==> config.mk <==
export PLATFORM = sky130hd
export DESIGN_NAME = uart_tx_fifo
export DESIGN_NICKNAME = d
export VERILOG_FILES = /design/src/rtl/uart_tx_fifo.sv
export SDC_FILE = /design/constraint.sdc
export NUM_CORES = 1
export LEC_CHECK = 0
export CELL_PAD_IN_SITES_DETAIL_PLACEMENT = 0
export CELL_PAD_IN_SITES_GLOBAL_PLACEMENT = 1
export CORE_MARGIN = 5
export CORE_UTILIZATION = 40
export CTS_CLUSTER_DIAMETER = 80
export DETAILED_ROUTE_END_ITERATION = 10
export GPL_TIMING_DRIVEN = 0
export PLACE_DENSITY_LB_ADDON = 0.3
export SLEW_MARGIN = 20
export SYNTH_ARGS = -nofsm -noshare
export SYNTH_HDL_FRONTEND = slang
export SYNTH_SLANG_ARGS = --single-unit
==> constraint.sdc <==
create_clock -name clk -period 7.38 [get_ports clk]
set_input_delay 1.476 -clock clk [delete_from_list [all_inputs] [get_ports clk]]
set_output_delay 1.476 -clock clk [all_outputs]
set_load 0.01 [all_outputs]
==> src/rtl/uart_tx_fifo.sv <==
// uart_tx_fifo: UART transmitter fed by a 2**DEPTH_LOG2-entry FIFO.
// Frame: start, DATA_W bits LSB first, optional parity, 1 or 2 stop bits.
// Ports: clk, rstn (async, active low), enable, fill/tx_data (push),
//   parity (00 none, 01 even, 10 odd, 11 mark), stop2, div (clocks/bit,
//   0 and 1 act as 2), empty/full/level (registered FIFO status),
//   busy, overflow (sticky), tx (idle high, registered).
// Optional: define UART_TX_FIFO_CTS_EN to add cts_n (active-low flow
//   control, two-flop synchronised) gating the start of each frame.
module uart_tx_fifo #(
    parameter int DATA_W     = 8,
    parameter int DEPTH_LOG2 = 3,
    parameter int DIV_W      = 32
) (
    input  logic                  clk,
    input  logic                  rstn,
    input  logic                  enable,
`ifdef UART_TX_FIFO_CTS_EN
    input  logic                  cts_n,
`endif
    input  logic                  fill,
    input  logic [DATA_W-1:0]     tx_data,
    input  logic [1:0]            parity,
    input  logic                  stop2,
    input  logic [DIV_W-1:0]      div,
    output logic                  empty,
    output logic                  full,
    output logic [DEPTH_LOG2:0]   level,
    output logic                  busy,
    output logic                  overflow,
    output logic                  tx
);

    localparam int DEPTH = 2 ** DEPTH_LOG2;
    localparam int LVL_W = DEPTH_LOG2 + 1;
    localparam int BIT_W = $clog2(DATA_W + 1);

    typedef enum logic [2:0] {
        S_IDLE, S_START, S_DATA, S_PARITY, S_STOP
    } state_t;

    logic [DATA_W-1:0]     mem [DEPTH];
    logic [DEPTH_LOG2-1:0] wr_ptr_q, rd_ptr_q;
    logic [LVL_W-1:0]      level_q, level_d;
    logic                  empty_q, full_q, ovf_q;

    state_t                state_q, state_d;
    logic [DIV_W-1:0]      cnt_q, cnt_d, div_q, div_d, div_clamp;
    logic [BIT_W-1:0]      bit_q, bit_d;
    logic [DATA_W-1:0]     shift_q, shift_d, head;
    logic [1:0]            par_q, par_d;
    logic                  parbit_q, parbit_d;
    logic                  stop2_q, stop2_d;
    logic                  tx_q, tx_d, busy_q, busy_d;
    logic                  push, pop, start_ok, bit_end, cts_ok;

`ifdef UART_TX_FIFO_CTS_EN
    logic cts_s1_q, cts_s2_q;

    always_ff @(posedge clk or negedge rstn) begin
        if (!rstn) begin
            cts_s1_q <= 1'b1;
            cts_s2_q <= 1'b1;
        end else begin
            cts_s1_q <= cts_n;
            cts_s2_q <= cts_s1_q;
        end
    end

    assign cts_ok = !cts_s2_q;
`else
    assign cts_ok = 1'b1;
`endif

    assign head      = mem[rd_ptr_q];
    assign div_clamp = (div < DIV_W'(2)) ? DIV_W'(2) : div;
    assign start_ok  = enable && !empty_q && cts_ok;
    assign bit_end   = (cnt_q == '0);

    always_comb begin
        state_d  = state_q;
        cnt_d    = cnt_q;
        bit_d    = bit_q;
        shift_d  = shift_q;
        div_d    = div_q;
        par_d    = par_q;
        parbit_d = parbit_q;
        stop2_d  = stop2_q;
        pop      = 1'b0;

        if (state_q != S_IDLE) begin
            cnt_d = bit_end ? div_q - DIV_W'(1) : cnt_q - DIV_W'(1);
        end

        unique case (state_q)
            S_IDLE: begin
                if (start_ok) pop = 1'b1;
            end
            S_START: begin
                if (bit_end) begin
                    state_d = S_DATA;
                    bit_d   = '0;
                end
            end
            S_DATA: begin
                if (bit_end) begin
                    shift_d = shift_q >> 1;
                    if (bit_q == BIT_W'(DATA_W - 1)) begin
                        state_d = (par_q != 2'b00) ? S_PARITY : S_STOP;
                        bit_d   = '0;
                    end else begin
                        bit_d = bit_q + BIT_W'(1);
                    end
                end
            end
            S_PARITY: begin
                if (bit_end) state_d = S_STOP;
            end
            S_STOP: begin
                // bit_q counts stop bits; the last one may chain into a new frame
                if (bit_end) begin
                    if (stop2_q && bit_q == '0) bit_d = BIT_W'(1);
                    else if (start_ok)          pop   = 1'b1;
                    else                        state_d = S_IDLE;
                end
            end
            default: state_d = S_IDLE;
        endcase

        // Frame settings are sampled once, together with the head word
        if (pop) begin
            state_d = S_START;
            shift_d = head;
            div_d   = div_clamp;
            cnt_d   = div_clamp - DIV_W'(1);
            par_d   = parity;
            stop2_d = stop2;
            bit_d   = '0;
            unique case (parity)
                2'b01:   parbit_d = ^head;
                2'b10:   parbit_d = ~^head;
                default: parbit_d = 1'b1;
            endcase
        end
    end

    // tx follows the state one clock later, so the start bit begins on
    // the edge after the pop and every bit still lasts div_q clocks
    always_comb begin
        tx_d = 1'b1;
        unique case (state_q)
            S_START:  tx_d = 1'b0;
            S_DATA:   tx_d = shift_q[0];
            S_PARITY: tx_d = parbit_q;
            default:  tx_d = 1'b1;
        endcase
    end

    // busy covers the lagged stop bit as well
    assign busy_d = (state_d != S_IDLE) || (state_q != S_IDLE);

    assign push    = fill && (!full_q || pop);
    assign level_d = level_q + LVL_W'(push) - LVL_W'(pop);

    always_ff @(posedge clk) begin
        if (push) mem[wr_ptr_q] <= tx_data;
    end

    always_ff @(posedge clk or negedge rstn) begin
        if (!rstn) begin
            state_q  <= S_IDLE;
            cnt_q    <= '0;
            bit_q    <= '0;
            shift_q  <= '0;
            div_q    <= DIV_W'(2);
            par_q    <= 2'b00;
            parbit_q <= 1'b0;
            stop2_q  <= 1'b0;
            tx_q     <= 1'b1;
            busy_q   <= 1'b0;
            wr_ptr_q <= '0;
            rd_ptr_q <= '0;
            level_q  <= '0;
            empty_q  <= 1'b1;
            full_q   <= 1'b0;
            ovf_q    <= 1'b0;
        end else begin
            state_q  <= state_d;
            cnt_q    <= cnt_d;
            bit_q    <= bit_d;
            shift_q  <= shift_d;
            div_q    <= div_d;
            par_q    <= par_d;
            parbit_q <= parbit_d;
            stop2_q  <= stop2_d;
            tx_q     <= tx_d;
            busy_q   <= busy_d;
            if (push) wr_ptr_q <= wr_ptr_q + DEPTH_LOG2'(1);
            if (pop)  rd_ptr_q <= rd_ptr_q + DEPTH_LOG2'(1);
            level_q  <= level_d;
            empty_q  <= (level_d == '0);
            full_q   <= (level_d == LVL_W'(DEPTH));
            if (fill && !push) ovf_q <= 1'b1;
        end
    end

    assign empty    = empty_q;
    assign full     = full_q;
    assign level    = level_q;
    assign busy     = busy_q;
    assign overflow = ovf_q;
    assign tx       = tx_q;

endmodule
# Word level (Yosys, flattened, before mapping)
# Memory sizes are Yosys's and may differ from the RTL's.
# Index checks and enable logic that the tools add are counted.
classes:
  n_addsub: 8
  magnitude_cmp: 1
  eq_ne: 12
  muxes: 32
  n_reduce_logical: 24
ops:
  columns: ["cell", "n"]
  rows:
  - ["$mux W32", 4]
  - ["$sub A32 B1 Y32 const B", 3]
  - ["$logic_not A32 Y1", 1]
  - ["$lt A32 B2 Y1 const B", 1]
  - ["$mux W3", 9]
  - ["$mux W4", 6]
  - ["$mux W8", 3]
  - ["$pmux W3 S5", 1]
  - ["$ne A3 B3 Y1 const B", 4]
  - ["$pmux W4 S3", 1]
  - ["$logic_not A4 Y1", 2]
  - ["$reduce_bool A2 Y1", 4]
  - ["$reduce_xnor A8 Y1", 1]
  - ["$reduce_xor A8 Y1", 1]
  - ["$add A3 B1 Y3 const B", 2]
  - ["$eq A3 B2 Y1 const B", 2]
  - ["$reduce_bool A3 Y1", 2]
  - ["$mux W1", 5]
  - ["$reduce_and A5 Y1", 1]
  - ["$add A4 B1 Y4", 1]
  - ["$add A4 B1 Y4 const B", 1]
  - ["$eq A4 B3 Y1 const B", 1]
  - ["$eq A4 B4 Y1 const B", 1]
  - ["$logic_and A1 B1 Y1", 4]
  - ["other kinds (12)", 16]
word_totals:
  register_bits: 98
  ramBits: 64
  inputBits: 47
  out_inout_bits: 9
  wordCells: 94
  mem_count: 1
memory_table:
  columns: ["memory", "words", "width", "rd", "rd_clocked_by_memory_dff", "write_ports", "line_no", "text"]
  rows:
  - ["mem", 8, 8, 1, 0, 1, "41", "logic [DATA_W-1:0] mem [DEPTH];"]

# Longest topological paths before layout
# Gate-level depths: netlist of the first run.
depth:
  depth_word: 11
  ltp_mapped: 19
  ltp_nobuf: 16

# Worst setup path after synthesis of the first run
# No wires, ideal clock.
synth_timing:
  path_kind: "flip-flop to flip-flop"
  from: "register cnt_q[3]"
  to: "register cnt_q[28]"
  setup_time_ns: 0.125
  t_arrival_ns: 5.527
  t_required_ns: 7.255
  path_slack_ns: 1.728
  stages_incl_launch_ff: 20
  path_buffers: 5
  synth_period_minus_slack_ns: 5.652
  cell_sequence: "dfrtp_1 or4_4 or4_1 buf_2 o41ai_4 nand2_4 buf_2 clkbuf_1 clkbuf_1 nor3_1 a21o_1 ha_1 clkbuf_1 inv_1 or4_1 a2111oi_2 a31oi_2 a211o_1 xor2_1 mux2_2"
synth_via:
  elab_chain_len: 4
  word_cells_on_any_way: 8
  cone_classes: "add/sub (1); mux (5); reduce/logical (2)"
synth_rtl:
  columns: ["item", "line_no", "text"]
  rows:
  - ["start: declaration", "47", "logic [DIV_W-1:0] cnt_q, cnt_d, div_q, div_d, div_clamp;"]
  - ["start signal: assignment", "188", "cnt_q <= cnt_d;"]
  - ["$sub A32 B1 Y32 or $logic_not A32 Y1 (tied branches)", "91, 77", null]
  - ["$mux W32 or $mux W1 (tied branches)", "91, 120", null]
  - ["$mux W32 or $pmux W1 S2 (tied branches)", "90, 94", null]
  - ["$mux W32 or $reduce_bool A2 Y1 (tied branches)", null, null]
# Several ways; a longest one is shown, not always the timed one. The select of a mux whose other input is x is not followed.
# A chain may end at the register's enable or synchronous reset.

# Final worst setup path of the first run
layout_timing:
  from: "input port enable"
  to: "register cnt_q[28]"
layout_via:
  elab_chain_len: 6
  word_cells_on_any_way: 7
  cone_classes: "mux (5); reduce/logical (2)"
layout_rtl:
  columns: ["item", "line_no", "text"]
  rows:
  - ["start: declaration", "16", "input logic enable,"]
  - ["$logic_and A1 B1 Y1 (*)", "76", "assign start_ok = enable && !empty_q && cts_ok;"]
  - ["$mux W1 (*)", "96, 122", null]
  - ["$mux W1", "121", "if (stop2_q && bit_q == '0) bit_d = BIT_W'(1);"]
  - ["$mux W1", "120", "if (bit_end) begin"]
  - ["$pmux W1 S2 (*)", "94", "unique case (state_q)"]
  - ["$mux W32 or $reduce_bool A2 Y1 (tied branches)", null, null]
# Every way passes the cells marked *; elsewhere a longest branch is shown, timed or not.

==> metrics.md, run 1 <==
| Metric | Value |
|---|---|
| Outcome | finished, final reports clean |
| Register bit count reported by yosys | 162 |
| Largest net degree at the start of global routing | a little over 60 |
| Element type at the critical path end | flop |
| Syn Nets | 900 |
| Clock root buffer master | sky130_fd_sc_hd__clkbuf_16 |
| # Post-CTS Setup Buffers | 0 |
| Global-route track usage on met3 | 3.987% |
| Setup TNS | 0 ps |
| Data required time of the worst path | roughly 7700 ps |
| Share of layout cells above drive strength 1 | around 12% |
| Clock power frac | between 40% and 50% |
| Growth of design area from synthesis to finish | 19.00% |
| Switching Share | approximately 29% |
| Filler cell count | 2016 |
| Worst Setup Slack, final | ~340 ps |
| Internal portion of total power | about 1.6 mW |
| DRT Wirelength | 26790 µm |
| Cts bufs inserted | 17 |
| Sum of buffers and inverters on the critical path | 6 |
| Number of buffer cells added on primary ports | 55 |
| Power density over the cells | 220.2 mW/mm² |
| Yosys top cell by area | sky130_fd_sc_hd__dfrtp_1 |
| Slowest cell delay on critical path | roughly 650 ps |
| Storage cell area | between 0.004 and 0.005 mm² |
| Post-cts gate resize count | 0 |
| Arrival time reported for the critical path endpoint | roughly 7400 ps |
| Standard-cell row count | 54 |
| Shortest period the worst path allows | ~7000 ps |
| Peak-usage layer in the global routing report | met2 |
| Insertion delay of the later-clocked pin in the worst-skew pair | ~440 ps |
| Post-CTS clock slew at the launch and capture registers of the worst setup and hold paths | 80 ps |
| DRT Pass-1 Iters | 5 |
| Placed instance area | 0.009721 mm² |
| Slowest cell on the critical path | sky130_fd_sc_hd__nor4b_4 |
| Vias | 7173 |
| Yosys top cell area share | a little over a quarter |
| Worst relative slew slack | between 30% and 40% |
| Worst-Margin Slew | around 920 ps |
| Average wire per cell in the routed design | around 22 µm |
| Clk buf depth | 2 |
| Synthesized area per cell | slightly above 10 µm² |
| Finish-stage setup viols | 0 |
| Number of antenna violations at the first check in global routing | 1 |
| Ratio of routed vias to standard cells | just under 6 |
| Path type of the worst min-delay path | flop to flop |
| Peak supply drop | between 0.1 and 0.15 mV |
| Startpoint Class | input port |
| Netlist area before placement | between 0.008 and 0.009 mm² |
| Net switching component of the power | 0.6575 mW |
| Yosys warning count | 0 |
| Pins over their slew limit | 0 |
| Synth async-reset ratio | around three fifths |
| GR Layer Usage met2 | a little over a third |
| Clk_skew | roughly 19 ps |
| Standard cell core area | around 0.022 mm² |
| Cells taking the most area after synthesis | sky130_fd_sc_hd__dfrtp_1 27%, sky130_fd_sc_hd__edfxtp_1 22%, sky130_fd_sc_hd__nand2_1 6.2% |
| Total area of multi-input combinational cells | slightly above 0.004 mm² |
| Number of levels in the clock H-tree | 4 |
| Sequential cell area fraction in the yosys report | between 50 and 60% |
| Top cell types by occurrence after synthesis | 144 x sky130_fd_sc_hd__nand2_1, 95 x sky130_fd_sc_hd__dfrtp_1, 64 x sky130_fd_sc_hd__edfxtp_1 |
| Total half-perimeter wirelength after legalization and detailed placement | roughly 19000 µm |
| Remaining routing DRC violations | 0 |
| Post-detailed-route count of antenna-violating nets | 0 |
| Worst Path Class, Setup | input port to flop |
| Combinational power share | between 10% and 20% |
| Initial detailed-routing violation count | ~510 |
| Count of maximum capacitance violations | 0 |
| Initial standard-cell utilization of the core | between 40% and 50% |
| Total power of the final layout | 2.280 mW |
| Final weighted congestion of routability-driven global placement | a little over 0.9 |
| Die area | 0.02480 mm² |
| Number of global-route vias before repair | 7076 |
| Most common cell on crit path | sky130_fd_sc_hd__clkbuf_1 |
| Distinct cell type count after synthesis | 75 |
| EDFF count, synth | 64 |
| Number of failing hold endpoints at the final stage | 0 |
| Fin crit share | 95.43% |
| Worst setup timing slack at the placement stage | -34.29 ps |
| Setup repair after global routing missed its margin | no |
| Sum of overflow across all layers after global routing | 0 |
| Die width | ~160 µm |
| Pleak | a little over 4 nW |
| First-pass GRT wire length | 41780 µm |
| Critical-path maximum fanout | 10 |
| Top Family by Delay on Critical Path | buffers and inverters |
| Most repeated cell in the gate-level netlist after synthesis | sky130_fd_sc_hd__nand2_1 |
| Part of the power in registers | 46.1% |
| Clock tree from TritonCTS | built |
| Post-route design area | between 0.01 and 0.015 mm² |
| Top_reg_cell synth | sky130_fd_sc_hd__dfrtp_1 |
| Met1 global-route usage | a little under a third |
| Top achievable clock speed | 142.0 MHz |
| Post-synthesis instance total | about 840 |
| Total Routing Usage GR | about 22% |
| Worst-path cell chain | clkdlybuf4s50_1 > nor4b_4 > nand2_4 > buf_2 > clkbuf_1 > clkbuf_1 > nor3_1 > a21o_1 > ha_1 > clkbuf_1 > inv_1 > or4_1 > a2111oi_2 > a31oi_2 > a211o_1 > xor2_1 > mux2_2 |
| Total number of clock tree sinks | approximately 160 |
| Die outline height | ~160 µm |
| ANT cells | 0 |
| Number of hold buffers added after CTS | 0 |
| Final Net Count | about 1000 |
| I/O pins | between 50 and 60 |
## power by group through the flow
stage	clock, mW	sequential [mW]	combinational (mW)
2_1_floorplan	0	1.06	0.151
3_3_place_gp	0	1.06	0.279
3_5_place_dp	0	1.07	0.301
4_1_cts	0.948	1.05	0.303
5_1_grt	0.982	1.06	0.326
6_report	0.933	1.05	0.296
## layout by cell type, fill, tap and decap left out, drive strengths merged, types with 20 or more instances in the layout
cell and count:
a21oi 46, buf 26, clkbuf 45, clkdlybuf4s50 54, dfrtp 95, edfxtp 64
inv 20, nand2 145, nor2 60, nor3 29, o21ai 48, xnor2 28
## registers in the layout, summed over array words and instances, names as in the netlist, 2 cells and up
signal	cells
bit_q	4
cnt_q	32
div_q	32
level	4
mem	64
par_q	2
rd_ptr_q	3
shift_q	8
state_q	3
wr_ptr_q	3
## metrics by stage
stage                     std cells  hold slack (ps)  utilization [%]
after global routing           1216            501.0            47.89
after global placement         1176            458.8            44.41
after floorplan                 841            438.0                -
final                          1216            477.7            47.89
after CTS                      1215            485.0            47.82
after detailed placement       1183            461.3            44.96
## kinds of logic after synthesis
group,share of synthesized area [%]
simple gates,19.17
mux,7.722
compound gates,14.58
xor+xnor,3.725
fa+ha+maj,1.812
flops,50.32
buf+inv,2.675
## per-layer routing
metal	wire [µm]	part of all wire [%]
met5	7	0.026
met4	649	2.4
met3	1608	6.0
met2	12860	48
met1	11660	44
## worst register-to-register path: stages, from the launching register on
cell and delay, ps:
sky130_fd_sc_hd__dfrtp_1 450, sky130_fd_sc_hd__or4_1 620, sky130_fd_sc_hd__or4_1 430, sky130_fd_sc_hd__buf_2 180, sky130_fd_sc_hd__o41ai_4 410, sky130_fd_sc_hd__nand2_4 180, sky130_fd_sc_hd__buf_2 340, sky130_fd_sc_hd__clkbuf_1 360
sky130_fd_sc_hd__clkbuf_1 360, sky130_fd_sc_hd__nor3_1 340, sky130_fd_sc_hd__a21o_1 130, sky130_fd_sc_hd__ha_1 130, sky130_fd_sc_hd__clkbuf_1 410, sky130_fd_sc_hd__inv_1 210, sky130_fd_sc_hd__or4_1 550, sky130_fd_sc_hd__a2111oi_2 570
sky130_fd_sc_hd__a31oi_2 330, sky130_fd_sc_hd__a211o_1 360, sky130_fd_sc_hd__xor2_1 140, sky130_fd_sc_hd__mux2_2 260
## final timing paths
kind                            cells past startpoint  startpoint  slack, ps        end
min in group asynchronous                           1        rstn        940   cnt_q[9]
worst min register to register                      1    overflow        480   overflow
worst max-delay path                               17      enable        340  cnt_q[28]
worst max register to register                     19    cnt_q[7]        530  cnt_q[28]
max in group asynchronous                           2        rstn       5750      empty
worst min-delay path                                1    overflow        480   overflow
## final cells by class
cell class,count,area share (%)
clock inverters,15,1.873
plain buffers,45,1.764
well taps,280,3.384
flip-flops and latches,162,42.28
inverters,13,0.4834
clock buffers,17,4.109
repair buffers,63,6.030
multi-input cells,621,40.07
Note: power is estimated with default switching activity, not from simulation.
==> inputs of run 2 (changes only) <==
REMOVE_ABC_BUFFERS = 1   (was not set)
SKIP_CTS_REPAIR_TIMING = 1   (was not set)
SKIP_LAST_GASP = 1   (was not set)
==> metrics.md, run 2 (same netlist as run 1, synthesis figures left out) <==
| Metric | Value |
|---|---|
| ANT cells | 0 |
| Most common cell on crit path | sky130_fd_sc_hd__or4_1 |
| Slowest cell on the critical path | sky130_fd_sc_hd__o41ai_4 |
| Storage cell area | 0.004379 mm² |
| Top achievable clock speed | between 100 and 150 MHz |
| Final weighted congestion of routability-driven global placement | between 0.7 and 0.8 |
| Setup repair after global routing missed its margin | no |
| Arrival time reported for the critical path endpoint | roughly 7400 ps |
| Number of failing hold endpoints at the final stage | 0 |
| Post-CTS clock slew at the launch and capture registers of the worst setup and hold paths | 80 ps |
| Cts bufs inserted | 17 |
| Critical-path maximum fanout | around 110 |
| Standard-cell row count | between 50 and 60 |
| DRT Wirelength | between 20000 and 25000 µm |
| Placed instance area | approximately 0.0096 mm² |
| Shortest period the worst path allows | about 7000 ps |
| Pleak | roughly 4.0 nW |
| Clock root buffer master | sky130_fd_sc_hd__clkbuf_16 |
| Worst relative slew slack | approximately a quarter |
| Biggest register | mem |
| Largest net degree at the start of global routing | between 100 and 150 |
| WHS | approximately 470 ps |
| Ratio of routed vias to standard cells | 5.624 |
| Total half-perimeter wirelength after legalization and detailed placement | roughly 15000 µm |
| Most common library cell in the layout ignoring fill and taps | sky130_fd_sc_hd__nand2_1 |
| Pins over their slew limit | 0 |
| Clock tree from TritonCTS | built |
| Initial detailed-routing violation count | 418 |
| Total number of clock tree sinks | approximately 160 |
| Standard cell core area | 0.02162 mm² |
| Number of levels in the clock H-tree | 4 |
| Element type at the critical path end | flop |
| Total area of multi-input combinational cells | approximately 0.0042 mm² |
| Worst setup timing slack at the placement stage | -258.3 ps |
| Startpoint Class | flop |
| Peak supply drop | between 0.1 and 0.15 mV |
| Clk buf depth | 2 |
| Largest register FFs | 64 |
| Worst Path Class, Setup | flop to flop |
| Number of buffer cells added on primary ports | between 50 and 60 |
| Path type of the worst min-delay path | flop to flop |
| Final Net Count | 940 |
| Growth of design area from synthesis to finish | 17.67% |
| Largest registers ranked by flip-flop count | mem (64), cnt_q (32), div_q (32) |
| Power density over the cells | about 220 mW/mm² |
| Vias | roughly 6600 |
| Number of antenna violations at the first check in global routing | 0 |
| Insertion delay of the later-clocked pin in the worst-skew pair | around 440 ps |
| Data required time of the worst path | 7700 ps |
| Worst Setup Slack, final | roughly 350 ps |
| Finish-stage setup viols | 0 |
| Sum of overflow across all layers after global routing | 0 |
| Filler cell count | 2008 |
| I/O pins | between 50 and 60 |
| Die outline height | between 150 and 200 µm |
| Die width | 157.5 µm |
| Cells after DPL | around 1100 |
| Post-route design area | just over 0.01 mm² |
| Remaining routing DRC violations | 0 |
| Setup TNS | 0 ps |
| Fin crit share | between 90 and 100% |
| Post-detailed-route count of antenna-violating nets | 0 |
| First-pass GRT wire length | approximately 37000 µm |
| Sum of buffers and inverters on the critical path | 2 |
| Number of cells in the finished layout apart from fillers | 1174 |
| Average wire per cell in the routed design | 19.04 µm |
| Worst-Margin Slew | 1089 ps |
| Total Routing Usage GR | between 10% and 20% |
| Initial standard-cell utilization of the core | about two fifths |
| Number of global-route vias before repair | between 6000 and 7000 |
| DRT Pass-1 Iters | 4 |
| Most used cells in the layout excluding fill and tap cells | 144 x sky130_fd_sc_hd__nand2_1, 94 x sky130_fd_sc_hd__dfrtp_1, 64 x sky130_fd_sc_hd__edfxtp_1 |
| Top Family by Delay on Critical Path | simple AND/OR/NAND/NOR gates |
| Clk_skew | 18.50 ps |
| Slowest cell delay on critical path | between 800 and 900 ps |
| Outcome | finished, final reports clean |
| Die area | ~0.025 mm² |
| Count of maximum capacitance violations | 0 |
| Share of layout cells above drive strength 1 | about an eighth |
| Worst-path cell chain | or4_4 > or4_1 > o41ai_4 > nand2_8 > inv_6 > o21a_1 > ha_1 > inv_1 > or4_1 > a2111oi_2 > a31oi_2 > a211o_1 > xor2_1 > mux2_2 |
[run 2: report_power, final]
group	total [mW]	internal, mW	switching [mW]
Combinational	0.290	0.142	0.148
Clock	0.916	0.468	0.448
Sequential	1.06	1.01	0.0444
Total	2.26	1.62	0.641
[run 2: worst paths after layout]
path                       startpoint        end  slack, ps  cells past startpoint
setup / recovery             cnt_q[3]  cnt_q[28]        350                     14
hold / removal               parbit_q   parbit_q        470                      2
setup reg to reg             cnt_q[3]  cnt_q[28]        350                     14
hold reg to reg              parbit_q   parbit_q        470                      2
max in group asynchronous        rstn      empty       5750                      2
min in group asynchronous        rstn   div_q[4]        940                      1
[run 2: stage by stage]
step	power [mW]	utilization, %
finish	2.264	47.36
global route	2.372	47.36
CTS	2.295	47.33
detailed placement	1.372	44.48
global placement	1.343	43.56
floorplan	1.214	-
[run 2: cell type report]
| class | instances | area share [%] |
|---|---|---|
| repair buffers | 66 | 6.648 |
| inverters | 13 | 0.5255 |
| clock inverters | 15 | 1.870 |
| well taps | 280 | 3.422 |
| flip-flops and latches | 162 | 42.77 |
| clock buffers | 17 | 4.155 |
| multi-input cells | 621 | 40.61 |
[run 2: metal layers]
metal  vias up  global-route usage (%)  share of wire [%]
met1      3243                   25.26                 46
met5         -                       0                  0
met3        15                   3.244                3.3
met2       122                   31.67                 50
met4         0                   4.547               0.80
li1       3222                       -                  -
[run 2: worst register-to-register path: stages, from the launching register on]
cell	delay (ps)
sky130_fd_sc_hd__dfrtp_1	420
sky130_fd_sc_hd__or4_4	600
sky130_fd_sc_hd__or4_1	650
sky130_fd_sc_hd__o41ai_4	830
sky130_fd_sc_hd__nand2_8	550
sky130_fd_sc_hd__inv_6	710
sky130_fd_sc_hd__o21a_1	280
sky130_fd_sc_hd__ha_1	440
sky130_fd_sc_hd__inv_1	210
sky130_fd_sc_hd__or4_1	560
sky130_fd_sc_hd__a2111oi_2	560
sky130_fd_sc_hd__a31oi_2	330
sky130_fd_sc_hd__a211o_1	380
sky130_fd_sc_hd__xor2_1	140
sky130_fd_sc_hd__mux2_2	260
